===== src/rtl/bcd_pkg.sv =====
// Shared types and constants for the sequential binary-to-BCD converter.
package bcd_pkg;

    // Converter control states.
    typedef enum logic {
        IDLE  = 1'b0,
        SHIFT = 1'b1
    } state_t;

    // Width of one BCD digit.
    localparam int DIGIT_W = 4;

    // Digits at or above this value get +3 before each double-dabble shift.
    localparam logic [DIGIT_W-1:0] ADD3_THRESH = 4'd5;

endpackage


===== src/rtl/bcd_digit_adj.sv =====
// One double-dabble correction cell: adds 3 to a BCD digit that is >= 5.
module bcd_digit_adj
    import bcd_pkg::*;
(
    input  logic [DIGIT_W-1:0] digit,
    output logic [DIGIT_W-1:0] adj
);

    // A digit >= 5 would become >= 10 after doubling; +3 makes the shift carry correctly.
    assign adj = (digit >= ADD3_THRESH) ? digit + 4'd3 : digit;

endmodule


===== src/rtl/bcd_convert_seq.sv =====
// Sequential binary-to-BCD converter (double dabble), one bit per clock.
// Optional two's-complement input: magnitude is converted, sign reported separately.
module bcd_convert_seq
    import bcd_pkg::*;
#(
    parameter int W      = 12,
    parameter int D      = 4,
    parameter int SIGNED = 0
) (
    input  logic                 clk,
    input  logic                 rst,
    input  logic                 start,
    input  logic [W-1:0]         bin,
    output logic                 busy,
    output logic                 done,
    output logic [DIGIT_W*D-1:0] bcd,
    output logic                 neg,
    output logic                 overflow
);

    localparam int CW = $clog2(W + 1);
    localparam int BW = DIGIT_W * D;

    state_t          state;
    logic [CW-1:0]   cnt;
    logic [W-1:0]    sreg;
    logic [BW-1:0]   work;
    logic            ovf_acc;
    logic            neg_acc;

    logic            bin_neg;
    logic [W-1:0]    mag;
    logic [BW-1:0]   adj_work;
    logic [BW-1:0]   next_work;
    logic            next_ovf;

    // Sign and magnitude of the operand; -2^(W-1) negates to 2^(W-1), which fits unsigned in W bits.
    assign bin_neg = (SIGNED != 0) && bin[W-1];
    assign mag     = bin_neg ? (~bin + W'(1)) : bin;

    // One add-3 cell per working digit.
    genvar g;
    generate
        for (g = 0; g < D; g++) begin : g_digit
            bcd_digit_adj u_adj (
                .digit (work[g*DIGIT_W +: DIGIT_W]),
                .adj   (adj_work[g*DIGIT_W +: DIGIT_W])
            );
        end
    endgenerate

    // Result of one iteration: shift corrected digits left, pull in the operand MSB.
    // Anything leaving the top digit means the value does not fit in D digits.
    assign next_work = {adj_work[BW-2:0], sreg[W-1]};
    assign next_ovf  = ovf_acc | adj_work[BW-1];

    // Control FSM, datapath registers and registered outputs.
    // NOTE: every register here uses <= so all of them see pre-edge values of each other;
    // the working registers are reset too, so an aborted conversion leaves no residue.
    always_ff @(posedge clk or posedge rst) begin
        if (rst) begin
            state    <= IDLE;
            cnt      <= '0;
            sreg     <= '0;
            work     <= '0;
            ovf_acc  <= 1'b0;
            neg_acc  <= 1'b0;
            busy     <= 1'b0;
            done     <= 1'b0;
            bcd      <= '0;
            neg      <= 1'b0;
            overflow <= 1'b0;
        end else begin
            done <= 1'b0;
            case (state)
                IDLE: begin
                    if (start) begin
                        sreg    <= mag;
                        work    <= '0;
                        ovf_acc <= 1'b0;
                        neg_acc <= bin_neg;
                        cnt     <= CW'(W);
                        busy    <= 1'b1;
                        state   <= SHIFT;
                    end
                end
                SHIFT: begin
                    sreg    <= sreg << 1;
                    work    <= next_work;
                    ovf_acc <= next_ovf;
                    cnt     <= cnt - CW'(1);
                    if (cnt == CW'(1)) begin
                        bcd      <= next_work;
                        overflow <= next_ovf;
                        neg      <= neg_acc;
                        done     <= 1'b1;
                        busy     <= 1'b0;
                        state    <= IDLE;
                    end
                end
                default: state <= IDLE;
            endcase
        end
    end

endmodule


===== config.mk =====
export PLATFORM = sky130hd
export DESIGN_NAME = bcd_convert_seq
export DESIGN_NICKNAME = d
export VERILOG_FILES = /design/src/rtl/bcd_pkg.sv /design/src/rtl/bcd_digit_adj.sv /design/src/rtl/bcd_convert_seq.sv
export SDC_FILE = /design/constraint.sdc
export NUM_CORES = 1
export LEC_CHECK = 0
export ABC_AREA = 1
export BUFFER_PORTS_ARGS = -buffer_cell sky130_fd_sc_hd__buf_2
export CORE_ASPECT_RATIO = 1.5
export CORE_MARGIN = 4
export CORE_UTILIZATION = 45
export DETAILED_ROUTE_END_ITERATION = 8
export MAX_ROUTING_LAYER = met4
export SYNTH_ARGS = -nofsm -noshare
export SYNTH_HDL_FRONTEND = slang
export SYNTH_SLANG_ARGS = --single-unit

===== constraint.sdc =====
create_clock -name clk -period 1.6 [get_ports clk]
set_clock_uncertainty 0.2 [all_clocks]
set_input_delay 0 -clock clk [delete_from_list [all_inputs] [get_ports clk]]
set_output_delay 0 -clock clk [all_outputs]
set_load 0.05 [all_outputs]

==> summary.txt, run 1 <==
Final layout
  – Layout area overhead: 27.7%
  – Layout net count: 397
  – Fillers: slightly above 500
  – Fraction of layout cells with a size suffix above 1: 0.260
  – Most frequent cells in the layout: 105 x nand2_1, 51 x dfrtp_1, 40 x nand3_1
  – Commonest non-fill, non-tap cell in the layout: nand2_1
  – ANT cells: 0
  – Final Util: 0.592

Detailed routing
  – Drt via density: between 4 and 5
  – DR pass1 iterations: 4
  – Antenna Violating Nets Remaining: 0
  – Routed via count: 2178
  – Routed WL per cell: around 13 um
  – Initial DRC count: around 80
  – DRC violations left: 0
  – Routed wire length: 5600 um

Placement
  – HPWL after detailed placement: 3890 um
  – I/O Buffers: 33
  – Placer congestion estimate: slightly below 0.8

Global route
  – Largest net degree at the start of global routing: 54
  – Initial antenna violation count: 0
  – GRT overflow: 0
  – Number of global-route vias before repair: approximately 2100
  – Global-route wire length before repair: between 9000 and 10000 um
  – Gr usage total: 0.176

Synthesis
  – Post-synthesis register bit count: 53
  – Synth Warn #: 0
  – Syn_nets: approximately 330
  – Yosys top cell area share: 0.525
  – Yosys top cell by area: dfrtp_1
  – Cell Area, Synth: approximately 2500 um2
  – Synth top area cells: dfrtp_1 53%, nand2_1 17%, nand3_1 8.1%
  – Sequential area share after synthesis: 0.525
  – Synth Instances: between 300 and 400
  – Distinct cells, synth: 23
  – Syn Area/Cell: approximately 8.4 um2

Clock network
  – CTS tree: yes
  – Clk root buf: clkbuf_8
  – Total CTS buffers: 5
  – Clock transition at path regs: roughly 0.1 ns
  – Worst-case clock buffer depth: 2
  – Clk Latency, worst-skew pair: a little over 0.3 ns
  – Clock sinks: 53
  – Htree depth: 2

Worst setup path
  – Required @ worst endpoint: between 1.5 and 2 ns
  – Setup crit end kind: register
  – WS Path Type: register to register
  – Worst Path Max Fanout: 4
  – Worst reg2reg path depth: 9
  – CP Launch Type: register
  – Worst Path Arrival: 1.62 ns

Timing
  – Max-slew violations: 0
  – Fin crit period: about 1.6 ns
  – RSZ-0062 raised after global routing: true
  – Total negative slack: 0 ns
  – Setup violators final: 0
  – Max Fclk: ~640 MHz
  – Final period utilization: 0.982
  – Final hold vios: 0

Floorplanning
  – Starting Density: 0.463
  – Die Y-Extent: approximately 100 um
  – Die Wd: between 60 and 70 um
  – # rows: 33
  – Core area: around 5500 um2
  – Die area: 6900 um2
  – I/O pins: 35

Power and ir drop
  – Design internal power: 3.76 mW
  – Sw Ratio: 0.475
  – Clock share of power: 0.115
  – Cell area power density: 2220 nW/um2
  – Sw power: between 3 and 4 mW
  – Leak Pwr: 1.70 nW
  – Sequential share of power: 0.334
  – Worst vdd ir: 0.921 mV
  – Logic gate share of total power: 0.551

Flow run
  – Maxcap violations: 0

Worst hold path
  – Hold Crit Class: input port to asynchronous set/reset pin

Status
  – Status: finished, final reports clean
## layer usage
layer,vias up,wire (um),track usage
li1,1115,-,-
met1,1027,2360,0.196
met2,28,3030,0.317
met3,8,133,0.0243
met4,0,81,0.0632
met5,-,0,-
## final timing paths
check / end / from / slack [ns]
max: work[13] / work[12] / 0.03
min reg2reg: bcd[6] / bcd[6] / 0.28
min in group clk: sreg[8] / bin[8] / 0.25
max in group asynchronous: work[4] / rst / 0.87
min: bcd[3] / rst / 0.06
max reg2reg: work[13] / work[12] / 0.03
## synthesized netlist by cell type
cell and instances:
nor3_4 1, o22ai_1 6, a21oi_1 4, buf_6 2
nand2_1 112, nand3_1 41, nor2_1 6, o21ai_2 2
buf_4 3, o211ai_1 4, inv_1 26, clkbuf_1 2
o221ai_1 1, dfrtp_1 53, conb_1 1, ha_1 10
nor3_1 1, nand2_2 1, o21ai_0 15, o21ai_1 3
inv_2 3, a22o_1 1, buf_2 4
## through the flow
stage	instances	power, mW	setup WS (ns)	hold WS, ns	instance area [um2]
CTS	437	6.98	0.00327	0.0806	3130
global route	443	7.76	-0.0634	0.0912	3220
floorplan	302	5.02	0.0829	-0.0732	2520
global placement	415	6.05	-0.0611	-0.132	2890
detailed placement	415	6.11	-0.0753	-0.129	2890
finish	443	7.15	0.0290	0.0566	3220
## critical path, stage by stage (launching register included)
cell and delay [ns]:
dfrtp_2 0.46, buf_4 0.15, ha_1 0.18, nand2_1 0.08, nand2_2 0.08, inv_2 0.08, nand2_2 0.07, nand2_2 0.07
nand3_1 0.08, nand2_1 0.07
## cell type report
class | instances | area, um2 | area share
timing repair buffer | 74 | 537 | 0.166
clock buffer | 7 | 96.3 | 0.0299
tap | 70 | 87.6 | 0.0272
clock inverter | 1 | 5.00 | 0.00155
sequential | 53 | 1330 | 0.412
inverter | 29 | 111 | 0.0345
multi-input combinational | 209 | 1060 | 0.328
## power by group through the flow
| stage | Combinational, mW | Clock (mW) | Sequential [mW] |
|---|---|---|---|
| 6_report | 3.94 | 0.822 | 2.39 |
| 5_1_grt | 4.40 | 0.889 | 2.47 |
| 4_1_cts | 3.76 | 0.850 | 2.38 |
| 3_5_place_dp | 3.72 | 0 | 2.40 |
| 3_3_place_gp | 3.66 | 0 | 2.39 |
| 2_1_floorplan | 1.96 | 0 | 3.06 |
## sequential cells by signal, indices dropped and copies added (netlist names)
signal	flops
bcd	16
work	16
sreg	12
cnt	4
busy	1
done	1
overflow	1
ovf_acc	1
state	1
## logic make-up after synthesis
family	after synthesis	synth area share
fa+ha+maj	10	0.0496
simple gates	162	0.268
flops	53	0.525
compound gates	36	0.0842
other cells	1	0.00149
buf+inv	40	0.0719
## timing repair
action / 4_1_cts / 5_1_grt
hold buffers: 14 / 0
pin swaps: 0 / 7
resized for setup: 3 / 25
hold endpoints to repair: 69 / 0
setup endpoints to repair: 17 / 30
setup buffers: 0 / 6
Power figures use the tool's default switching activity.
==> run 2, diff against run 1 <==
--- a/config.mk
+++ b/config.mk
@@ -7,11 +7,13 @@
 export LEC_CHECK = 0
 export ABC_AREA = 1
 export BUFFER_PORTS_ARGS = -buffer_cell sky130_fd_sc_hd__buf_2
+export CAP_MARGIN = 0
 export CORE_ASPECT_RATIO = 1.5
 export CORE_MARGIN = 4
 export CORE_UTILIZATION = 45
 export DETAILED_ROUTE_END_ITERATION = 8
 export MAX_ROUTING_LAYER = met4
+export PLACE_DENSITY = 0.73
 export SYNTH_ARGS = -nofsm -noshare
 export SYNTH_HDL_FRONTEND = slang
 export SYNTH_SLANG_ARGS = --single-unit
==> summary.txt, run 2 (synthesis gave the netlist of run 1 again) <==
Timing
  – Max-slew violations: 0
  – Total negative slack: 0 ns
  – Fin crit period: 1.57 ns
  – Final period utilization: 0.983
  – Max Fclk: 636 MHz
  – Setup violators final: 0
  – Final hold vios: 0
  – Fin worst setup slack: approximately 0.028 ns

Power and ir drop
  – Leak Pwr: around 1.8 nW
  – Worst vdd ir: 1.09 mV
  – Total chip power: approximately 7.7 mW
  – Cell area power density: 2260 nW/um2

Floorplanning
  – # rows: 33
  – Die Y-Extent: around 100 um
  – Core area: roughly 5500 um2
  – Die Wd: slightly below 70 um
  – Die area: roughly 7000 um2
  – I/O pins: 35
  – Starting Density: 0.463

Detailed routing
  – Routed wire length: 6440 um
  – Routed via count: about 2300
  – DR pass1 iterations: 5
  – Routed WL per cell: 14.2 um
  – DRC violations left: 0
  – Drt via density: approximately 5.1
  – Antenna Violating Nets Remaining: 0
  – Initial DRC count: 127

Clock network
  – Worst-case clock buffer depth: 2
  – Total CTS buffers: 5
  – Clk Latency, worst-skew pair: between 0.3 and 0.4 ns
  – CTS tree: yes
  – Clock transition at path regs: approximately 0.090 ns
  – Clock sinks: 53
  – Clk root buf: clkbuf_8
  – Htree depth: 2

Placement
  – Dpl cells: 413
  – Placer congestion estimate: 0.871
  – Pre-CTS setup slack: -0.0822 ns
  – I/O Buffers: 33
  – HPWL after detailed placement: 3840 um

Final layout
  – Most frequent cells in the layout: 99 x nand2_1, 53 x dfrtp_1, 34 x nand3_1
  – Commonest non-fill, non-tap cell in the layout: nand2_1
  – Layout area overhead: 35.0%
  – Layout net count: slightly above 400
  – Fraction of layout cells with a size suffix above 1: 0.332
  – ANT cells: 0
  – Fillers: around 460
  – Biggest regs: bcd: 16 flops, work: 16 flops, sreg: 12 flops
  – Final Util: 0.625
  – Finished Layout Cells: between 400 and 500

Worst setup path
  – CP Launch Type: register
  – Required @ worst endpoint: 1.59 ns
  – WS Path Type: register to register
  – Setup crit end kind: register
  – Worst Path Arrival: ~1.6 ns
  – Worst Path Max Fanout: 11

Worst hold path
  – Hold Crit Class: input port to asynchronous set/reset pin

Global route
  – Initial antenna violation count: 0
  – Largest net degree at the start of global routing: 54
  – Number of global-route vias before repair: between 2000 and 2500
  – Gr usage total: 0.177
  – GRT overflow: 0
  – Global-route wire length before repair: just under 10000 um

Flow run
  – Maxcap violations: 0

Status
  – Status: finished, final reports clean
-- run 2: changes by cell type in the layout (fill, tap and decap cells not counted), moves of 3 or more --
cell / before / now
nand3_1: 40 / 34
nand2_1: 105 / 99
nand2_2: 8 / 14
ha_1: 7 / 3
nand3_2: 1 / 7
buf_4: 24 / 27
inv_2: 8 / 14
inv_1: 20 / 14
-- run 2: routing by layer --
metal | global-route usage | vias to the layer above | share of wire
met5 | - | - | 0
met4 | 0.0571 | 0 | 0.016
met2 | 0.322 | 42 | 0.56
li1 | - | 1128 | -
met1 | 0.198 | 1123 | 0.40
met3 | 0.0263 | 9 | 0.026
-- run 2: area by class of cell --
type,count,area (um2),share of cell area
flip-flops and latches,53,1330,0.389
multi-input cells,209,1140,0.336
clock inverters,1,5.00,0.00147
well taps,70,87.6,0.0257
inverters,29,114,0.0334
repair buffers,81,617,0.181
repair inverters,2,17.5,0.00514
clock buffers,7,96.3,0.0283
-- run 2: where the power goes --
part | total (mW) | switching [mW] | leakage, nW | internal (mW)
Combinational | 4.47 | 2.85 | 1.04 | 1.61
Sequential | 2.41 | 0.456 | 0.659 | 1.96
Clock | 0.823 | 0.431 | 0.0542 | 0.392
-- run 2: through the flow --
| stage | hold WS [ns] | cell area [um2] |
|---|---|---|
| 6_report | 0.0894 | 3410 |
| 3_3_place_gp | -0.134 | 2860 |
| 3_5_place_dp | -0.130 | 2860 |
| 2_1_floorplan | -0.0732 | 2520 |
| 4_1_cts | 0.0846 | 3110 |
| 5_1_grt | 0.130 | 3410 |
-- run 2: critical path, stage by stage, from the launching register on --
cell and delay (ns):
dfrtp_1 0.39, inv_2 0.09, ha_4 0.13, nand2_2 0.06, nor3_4 0.17, buf_12 0.16, buf_8 0.11, inv_8 0.05
nand2_1 0.05, o21ai_1 0.05
-- run 2: path summary, 6_finish.rpt --
kind	from	endpoint	slack, ns	cells after the start
setup / recovery	cnt[1]	bcd[11]	0.03	9
hold / removal	rst	bcd[15]	0.09	4
setup reg to reg	cnt[1]	bcd[11]	0.03	9
hold reg to reg	overflow	overflow	0.28	2
max in group asynchronous	rst	sreg[4]	0.87	4
min in group clk	bin[2]	sreg[2]	0.25	4
-- run 2: what timing repair did --
item                                    4_1_cts  5_1_grt
hold buffers                                 14        0
buffers inserted                              0       15
endpoints found under the setup margin       18       30
endpoints found under the hold margin        66        0
resized for setup                             5       56
pin swaps                                     0       10
cloned                                        0        2
